[src/rtl/i_cacheline_adaptor_pkg.sv]
// Shared types and sizes for the instruction-side cacheline adaptor.
package i_cacheline_adaptor_pkg;

  localparam int ICLA_BEATS  = 4;
  localparam int ICLA_BEAT_W = 64;
  localparam int ICLA_LINE_W = ICLA_BEATS * ICLA_BEAT_W;
  localparam int ICLA_TAG_W  = 27;

  typedef enum logic [1:0] {
    IDLE  = 2'd0,
    BURST = 2'd1,
    DONE  = 2'd2
  } icla_state_t;

endpackage

[src/rtl/i_cacheline_adaptor_if.sv]
// Cache-side and memory-side signals of the adaptor, bundled in one interface.
interface i_cacheline_adaptor_if;
  import i_cacheline_adaptor_pkg::*;

  logic                   read_i;
  logic [31:0]            address_i;
  logic                   flush_i;
  logic [ICLA_LINE_W-1:0] line_o;
  logic                   resp_o;
  logic [31:0]            address_o;
  logic                   read_o;
  logic [ICLA_BEAT_W-1:0] burst_i;
  logic                   resp_i;

  modport slave (
    input  read_i, address_i, flush_i, burst_i, resp_i,
    output line_o, resp_o, address_o, read_o
  );

  modport master (
    output read_i, address_i, flush_i, burst_i, resp_i,
    input  line_o, resp_o, address_o, read_o
  );
endinterface

[src/rtl/i_cacheline_adaptor_register.sv]
// Generic load-enabled register with synchronous active-low reset.
module register #(
  parameter int WIDTH = 32
) (
  input  logic             clk,
  input  logic             rst,
  input  logic             i_load,
  input  logic [WIDTH-1:0] i_d,
  output logic [WIDTH-1:0] o_q
);
  logic [WIDTH-1:0] r_q;

  always_ff @(posedge clk) begin
    if (!rst)        r_q <= '0;
    else if (i_load) r_q <= i_d;
  end

  assign o_q = r_q;
endmodule

[src/rtl/i_cacheline_adaptor.sv]
// Instruction cacheline adaptor: one 4x64-bit burst per line request.
// Optional one-entry line buffer enabled by defining ICLA_LINE_BUFFER_EN.
module i_cacheline_adaptor
  import i_cacheline_adaptor_pkg::*;
#(
  parameter int BEATS = ICLA_BEATS
) (
  input  logic                 clk,
  input  logic                 rst,
  i_cacheline_adaptor_if.slave bus
);
  icla_state_t            r_state;
  logic [1:0]             r_beat;
  logic [ICLA_LINE_W-1:0] r_line;
  logic                   r_resp;
  logic                   r_read;
  logic [ICLA_TAG_W-1:0]  w_addr_latched;
  logic                   w_accept;
  logic                   w_hit;
  logic                   w_last_beat;
  logic                   w_unused;

  assign w_accept    = (r_state == IDLE) && bus.read_i;
  assign w_last_beat = bus.resp_i && (r_beat == 2'(BEATS - 1));
  assign w_unused    = &{1'b0, bus.address_i[4:0], bus.flush_i};

  register #(.WIDTH(ICLA_TAG_W)) u_addr_latch (
    .clk    (clk),
    .rst    (rst),
    .i_load (w_accept),
    .i_d    (bus.address_i[31:5]),
    .o_q    (w_addr_latched)
  );

`ifdef ICLA_LINE_BUFFER_EN
  logic                  r_valid;
  logic [ICLA_TAG_W-1:0] r_tag;

  // A flush in the same cycle as a would-be hit forces a fresh burst.
  assign w_hit = r_valid && (r_tag == bus.address_i[31:5]) && !bus.flush_i;

  always_ff @(posedge clk) begin
    if (!rst) begin
      r_valid <= 1'b0;
      r_tag   <= '0;
    end else begin
      if ((r_state == BURST) && w_last_beat) begin
        r_valid <= 1'b1;
        r_tag   <= w_addr_latched;
      end
      if (bus.flush_i) r_valid <= 1'b0;
    end
  end
`else
  assign w_hit = 1'b0;
`endif

  always_ff @(posedge clk) begin
    if (!rst) begin
      r_state <= IDLE;
      r_beat  <= 2'd0;
      r_read  <= 1'b0;
      r_resp  <= 1'b0;
      r_line  <= '0;
    end else begin
      case (r_state)
        IDLE: begin
          r_resp <= 1'b0;
          if (bus.read_i) begin
            r_beat <= 2'd0;
            if (w_hit) begin
              r_state <= DONE;
              r_resp  <= 1'b1;
            end else begin
              r_state <= BURST;
              r_read  <= 1'b1;
            end
          end
        end
        BURST: begin
          // Beats land in place; line_o is only meaningful once resp_o pulses.
          if (bus.resp_i) begin
            r_line[{r_beat, 6'b0} +: ICLA_BEAT_W] <= bus.burst_i;
            r_beat <= r_beat + 2'd1;
            if (w_last_beat) begin
              r_state <= DONE;
              r_read  <= 1'b0;
              r_resp  <= 1'b1;
            end
          end
        end
        DONE: begin
          r_resp  <= 1'b0;
          r_state <= IDLE;
        end
        default: r_state <= IDLE;
      endcase
    end
  end

  assign bus.read_o    = r_read;
  assign bus.resp_o    = r_resp;
  assign bus.line_o    = r_line;
  assign bus.address_o = {w_addr_latched, 5'b0};
endmodule

[src/flat_wrapper.sv]
// flat-port wrapper written by rule: the top's interface ports become plain ports
module i_cacheline_adaptor_flat import i_cacheline_adaptor_pkg::*;
#(
  parameter int BEATS = ICLA_BEATS
)
  (clk, rst, bus_read_i, bus_address_i, bus_flush_i, bus_burst_i, bus_resp_i, bus_line_o, bus_resp_o, bus_address_o, bus_read_o);
  i_cacheline_adaptor_if bus_i ();
  input  logic clk;
  input  logic rst;
  input wire logic [$bits(bus_i.read_i)-1:0] bus_read_i;
  input wire logic [$bits(bus_i.address_i)-1:0] bus_address_i;
  input wire logic [$bits(bus_i.flush_i)-1:0] bus_flush_i;
  input wire logic [$bits(bus_i.burst_i)-1:0] bus_burst_i;
  input wire logic [$bits(bus_i.resp_i)-1:0] bus_resp_i;
  output wire logic [$bits(bus_i.line_o)-1:0] bus_line_o;
  output wire logic [$bits(bus_i.resp_o)-1:0] bus_resp_o;
  output wire logic [$bits(bus_i.address_o)-1:0] bus_address_o;
  output wire logic [$bits(bus_i.read_o)-1:0] bus_read_o;
  assign bus_i.read_i = bus_read_i;
  assign bus_i.address_i = bus_address_i;
  assign bus_i.flush_i = bus_flush_i;
  assign bus_i.burst_i = bus_burst_i;
  assign bus_i.resp_i = bus_resp_i;
  assign bus_line_o = bus_i.line_o;
  assign bus_resp_o = bus_i.resp_o;
  assign bus_address_o = bus_i.address_o;
  assign bus_read_o = bus_i.read_o;
  i_cacheline_adaptor #(.BEATS(BEATS)) u_core (.clk(clk), .rst(rst), .bus(bus_i));
endmodule
[config.mk]
export PLATFORM = sky130hd
export DESIGN_NAME = i_cacheline_adaptor_flat
export DESIGN_NICKNAME = d
export VERILOG_FILES = /design/src/rtl/i_cacheline_adaptor_pkg.sv /design/src/rtl/i_cacheline_adaptor_if.sv /design/src/rtl/i_cacheline_adaptor_register.sv /design/src/rtl/i_cacheline_adaptor.sv /design/src/flat_wrapper.sv
export SDC_FILE = /design/constraint.sdc
export NUM_CORES = 1
export LEC_CHECK = 0
export BUFFER_PORTS_ARGS = -buffer_cell sky130_fd_sc_hd__buf_2
export CORE_AREA = 2 2 151 153
export CTS_BUF_LIST = sky130_fd_sc_hd__clkbuf_4 sky130_fd_sc_hd__clkbuf_8
export DETAILED_ROUTE_END_ITERATION = 8
export DIE_AREA = 0 0 153 155
export PLACE_DENSITY = 0.86
export SLEW_MARGIN = 25
export SYNTH_ARGS = -nofsm -noshare
export SYNTH_HDL_FRONTEND = slang
export SYNTH_SLANG_ARGS = --single-unit
[constraint.sdc]
create_clock -name clk -period 2.5 [get_ports clk]
set_input_delay 0.25 -clock clk [delete_from_list [all_inputs] [get_ports clk]]
set_output_delay 0.25 -clock clk [all_outputs]
set_load 0.005 [all_outputs]
Word-level counts from Yosys, hierarchy flattened
Index checks and enable logic that the tools add are counted.

word-level totals
  register bits after elaboration = 289
  input bits = 101
  word-level logic and storage cells = 42

cells by class
  $add $sub $neg = 2
  eq/ne operators = 6
  shift-type cells = 2
  muxes and demuxes = 15
  reduce and logical (&&, ||, !) cells = 11

operators by type and width
  cell                       number
  $bwmux 256                 1
  $shift 64x10->256 const A  1
  $shiftx 64x10->256         1
  $mux 2                     5
  $neg 8->10                 1
  $reduce_and 3->1           3
  $pmux 2 s2                 2
  $mux 1                     5
  $eq 2x2->1 const B         2
  $ne 2x2->1 const B         2
  $pmux 1 s2                 2
  $reduce_and 4->1           1
  $reduce_bool 2->1          2
  $add 2x1->2 const B        1
  $eq 2x1->1 const B         1
  $logic_and 1x1->1          2
  $logic_not 2->1            1
  $ne 2x1->1 const B         1
  $reduce_and 2->1           1
  $reduce_or 2->1            1

Longest topological paths before layout
  depth in word-level cells = 5
  gate-level depth with buffers = 7
  depth with buffers taken out = 5

By module
Synthesis repeated with hierarchy kept, for this count alone.

unflattened totals
  cell total of the unflattened synthesis = 1213
  area total of the unflattened synthesis = 10512.6 µm²

modules (own cells, without submodules)
  module               times used  cells an instance  area each (µm²)  sequential area each (µm²)
  i_cacheline_adaptor  1           1127               9474.1           5245.0
  register             1           86                 1038.5           540.5

Worst setup path before layout
OpenSTA, ideal clock, no wires.

  path type = reg-to-reg
  from = register u_core.r_beat[0]
  to = register u_core.r_line[119], in the netlist u_core.bus.line_o[119]
  library setup time = 70 ps
  arrival time = 1686 ps
  path slack = 743 ps
  cell stages (with the launch flop) = 8
  buffers on the path = 2
  period minus slack after synthesis = 1757 ps
  cells stage by stage = dfxtp_1 inv_1 ha_1 and3b_1 buf_2 buf_1 nand3_1 a21oi_1

on the way
  longest elaborated chain between the ends = 3
  elaborated cells between the ends (all ways) = 4
  classes of those cells = add/sub (1); shift (2); mux (1)

ends and longest elaborated chain
  item                                                     RTL line                   text
  start: declaration                                       i_cacheline_adaptor.sv:13  logic [1:0] r_beat;
  start signal: assignment                                 i_cacheline_adaptor.sv:84  r_beat <= r_beat + 2'd1;
  $neg 8->10 *                                             i_cacheline_adaptor.sv:83  r_line[{r_beat, 6'b0} +: ICLA_BEAT_W] <= bus.burst_i;
  $shiftx 64x10->256 or $shift 64x10->256 (tied branches)  i_cacheline_adaptor.sv:83
  $bwmux 256 *                                             i_cacheline_adaptor.sv:83
  end signal: indexed assignment                           i_cacheline_adaptor.sv:83
  end: declaration                                         i_cacheline_adaptor.sv:14  logic [ICLA_LINE_W-1:0] r_line;

Mark *: on every way between the ends. The rest lies on a longest branch, timed or not.
A chain may end at the register's enable or synchronous reset.

Worst setup path in the final report
  from = register u_core.r_beat[0]
  to = register u_core.r_line[24], in the netlist u_core.bus.line_o[24]

Same word-level chain as after synthesis.

==> run metrics <==
register bit count reported by yosys between 200 and 300; slowest stage delay, CP ~0.57 ns; root buffer cell clkbuf_8; CP bufs+invs 2; synthesized netlist cell count about 1100; crit-path cells inv_1 > ha_1 > and4b_4 > nand4_4 > buf_4 > o22ai_1; biggest area consumer among synthesized cells dfxtp_1; Routed Antenna Nets 0; fin. max-slew vios 0; Worst Path Required about 2.9 ns; post-synthesis mux area share 0; drt total wl about 35 mm; area of the multi-input gates ~3800 um^2; initial DRC count 820; setup bufs post-CTS 0; drt wl/cell 18.8 um; Mapped Area 10200 um^2; share of post-route cells with drive strength above 1 0.329; Worst EP arrival between 2 and 3 ns; Remaining DRCs 0; # fillers approximately 1700; power per cell area roughly 700 nW/um^2; Max VDD drop between 0.0004 and 0.0005 V; Tightest Hold Check Type in2reg; total grt overflow 0; CTS tree built; DP Worst Slack around 0.29 ns; Int Pwr approximately 7.4 mW; Slew HR 0.396; IO buf count ~380; worst-path fanout max between 40 and 50; Initial Utilization 0.460; Crit-path slowest cell buf_4; register area 5790 um^2; final setup violation count 0; Comb pwr share 0.071; WS Path Type reg2reg; die width about 150 um; Clk network pwr share 0.443; Synth Area per Inst 9.36 um^2; Die Y 155 um; number of global-route vias before repair ~10000; routability cong. 0.824; Seq/Total Area, Yosys 0.565; Compound-Gate Fraction of Synth Area 0.196; RSZ-0062 raised after global routing false; Fin Setup TNS 0 ns; period utilisation layout 0.876; Flop pwr share 0.486; Die ar. roughly 24000 um^2; Fin Clk Skew about 0.038 ns; Worst Max-Slew Pin Slew around 0.9 ns; Synth Warn # 0; vias per cell roughly 5.6; Top delay family on crit path buffers and inverters; largest net degree at the start of global routing between 90 and 100; Clock Pin Slew Worst Setup and Hold Paths 0.06 ns; Sw Pwr between 2 and 2.5 mW; leading post-synthesis cells by cell area dfxtp_1 (57%), nand2_1 (12%), o22ai_1 (6.5%); via count around 10000; H-tree depth 2; CTS buffer count 45; Post-Synth XOR/XNOR Area 0; clock sink count around 290; detailed placer's ending HPWL between 20 and 25 mm; Pleak around 6.3 nW; final worst setup slack roughly 0.31 ns; Layout Nets 1636; Setup crit end kind register; Synth-to-Final Area Change 36.4%; Core Rows 55; endpoints failing hold 0; num ports roughly 390; Switching Fraction 0.233; combinational family with the most area after synthesis compound AO/OA/AOI/OAI gates; max_cap viols 0; crit path time final between 2 and 2.5 ns; Longest Clk Path Bufs 3; post-synth cell types 35; total power between 9 and 10 mW; Skew-Pair Late Insertion Delay between 0.5 and 0.6 ns; ANT cells 0; Simple-Gate Fraction of Synth Area 0.165; Adder-Cell Fraction of Synth Area 0.00611; hold_ws ~0.08 ns; Area after DPL between 10000 and 15000 um^2; achievable frequency around 460 MHz; router iterations before antenna repair 5; core area between 20000 and 25000 um^2; global-route wire length before repair around 54 mm; status finished clean; Startpoint Class register; total track usage 0.279; antenna violations before repair 0; share of the synthesized area in the top cell type 0.565; Layout Cell Area excl Fill between 10000 and 15000 um^2
-- per-stage QoR --
stage,utilization,std cells
floorplan,-,1097
global placement,0.542,1677
detailed placement,0.542,1677
CTS,0.628,1849
global route,0.628,1849
finish,0.628,1849
-- per-layer routing --
metal,share of wire,global-route usage,up-vias
li1,-,-,4679
met5,0,0,-
met3,0.097,0.0755,146
met2,0.48,0.476,646
met1,0.38,0.327,4872
met4,0.047,0.135,0
-- cell type report --
cell class	count	area share
Sequential cell	289	0.414
Multi-Input combinational cell	700	0.272
Timing Repair Buffer	491	0.216
Clock buffer	72	0.0643
Tap cell	285	0.0255
Clock inverter	9	0.00717
Inverter	3	0.000896
-- cells in the mapped netlist --
library cell / n
buf_2: 34
inv_2: 1
and2_1: 1
nor3_1: 1
buf_12: 6
o21ai_0: 2
inv_1: 2
ha_1: 5
nor2_1: 3
nor2b_1: 2
buf_1: 7
dfxtp_1: 289
o32ai_1: 1
nand4_4: 1
nand4b_2: 1
conb_1: 1
buf_4: 9
o211a_1: 1
nand3b_1: 1
and4b_1: 3
nand3_1: 65
o22ai_2: 23
nor3b_4: 1
or3b_1: 1
clkbuf_1: 35
nor4b_1: 1
nor4b_2: 1
o22ai_1: 106
o21bai_1: 1
buf_6: 14
and3b_1: 1
nand2_1: 316
nand4b_1: 1
a22o_1: 64
a21oi_1: 92
-- worst register-to-register path, cell delays in order, from the launching register on --
cell and delay, ns:
dfxtp_1 0.41, inv_1 0.20, ha_1 0.33, and4b_4 0.25
nand4_4 0.10, buf_4 0.57, o22ai_1 0.20
-- path summary, 6_finish.rpt --
check | startpoint | to | slack [ns] | cells after the start
max | u_core.r_beat[0] | u_core.bus.line_o[24] | 0.31 | 6
min | bus_read_i | u_core.r_state[0] | 0.08 | 3
max reg2reg | u_core.r_beat[0] | u_core.bus.line_o[24] | 0.31 | 6
min reg2reg | u_core.bus.line_o[93] | u_core.bus.line_o[93] | 0.45 | 2
-- power groups by stage --
stage               Clock, mW  Sequential, mW  Combinational, mW
floorplan                   0            4.82              0.306
global placement            0            4.81              0.548
detailed placement          0            4.82              0.559
CTS                      4.35            4.71              0.672
global route             4.55            4.72              0.742
finish                   4.30            4.72              0.691
-- cell families (layout without fill, tap and decap cells) --
group / Yosys count / after routing
simple gates: 400 / 400
flops: 289 / 289
fa+ha+maj: 5 / 5
compound gates: 290 / 290
buf+inv: 108 / 575
other cells: 1 / 5
-- repair_timing --
action                    CTS  global route
hold endpoints to repair  176             0
hold buffers               91             0
resized for setup           0             0
-- placed cells by master, fill, tap and decap left out, drive strengths merged, types with 3 or more instances in the layout --
| cell | count |
|---|---|
| o22ai | 129 |
| ha | 5 |
| and4b | 3 |
| a21oi | 92 |
| nor2 | 3 |
| dfxtp | 289 |
| nand2 | 316 |
| clkbuf | 72 |
| buf | 400 |
| nand3 | 65 |
| dlygate4sd3 | 91 |
| clkinv | 6 |
| a22o | 64 |
| conb | 5 |
-- registers in the layout, indices dropped and copies added (netlist names) --
register and flops:
u_core.r_state 2, u_core.r_beat 2, u_core.bus.read_o 1, u_core.bus.line_o 256
u_core.bus.resp_o 1, u_core.u_addr_latch.o_q 27
No activity file was read; power rests on OpenSTA's default activity.
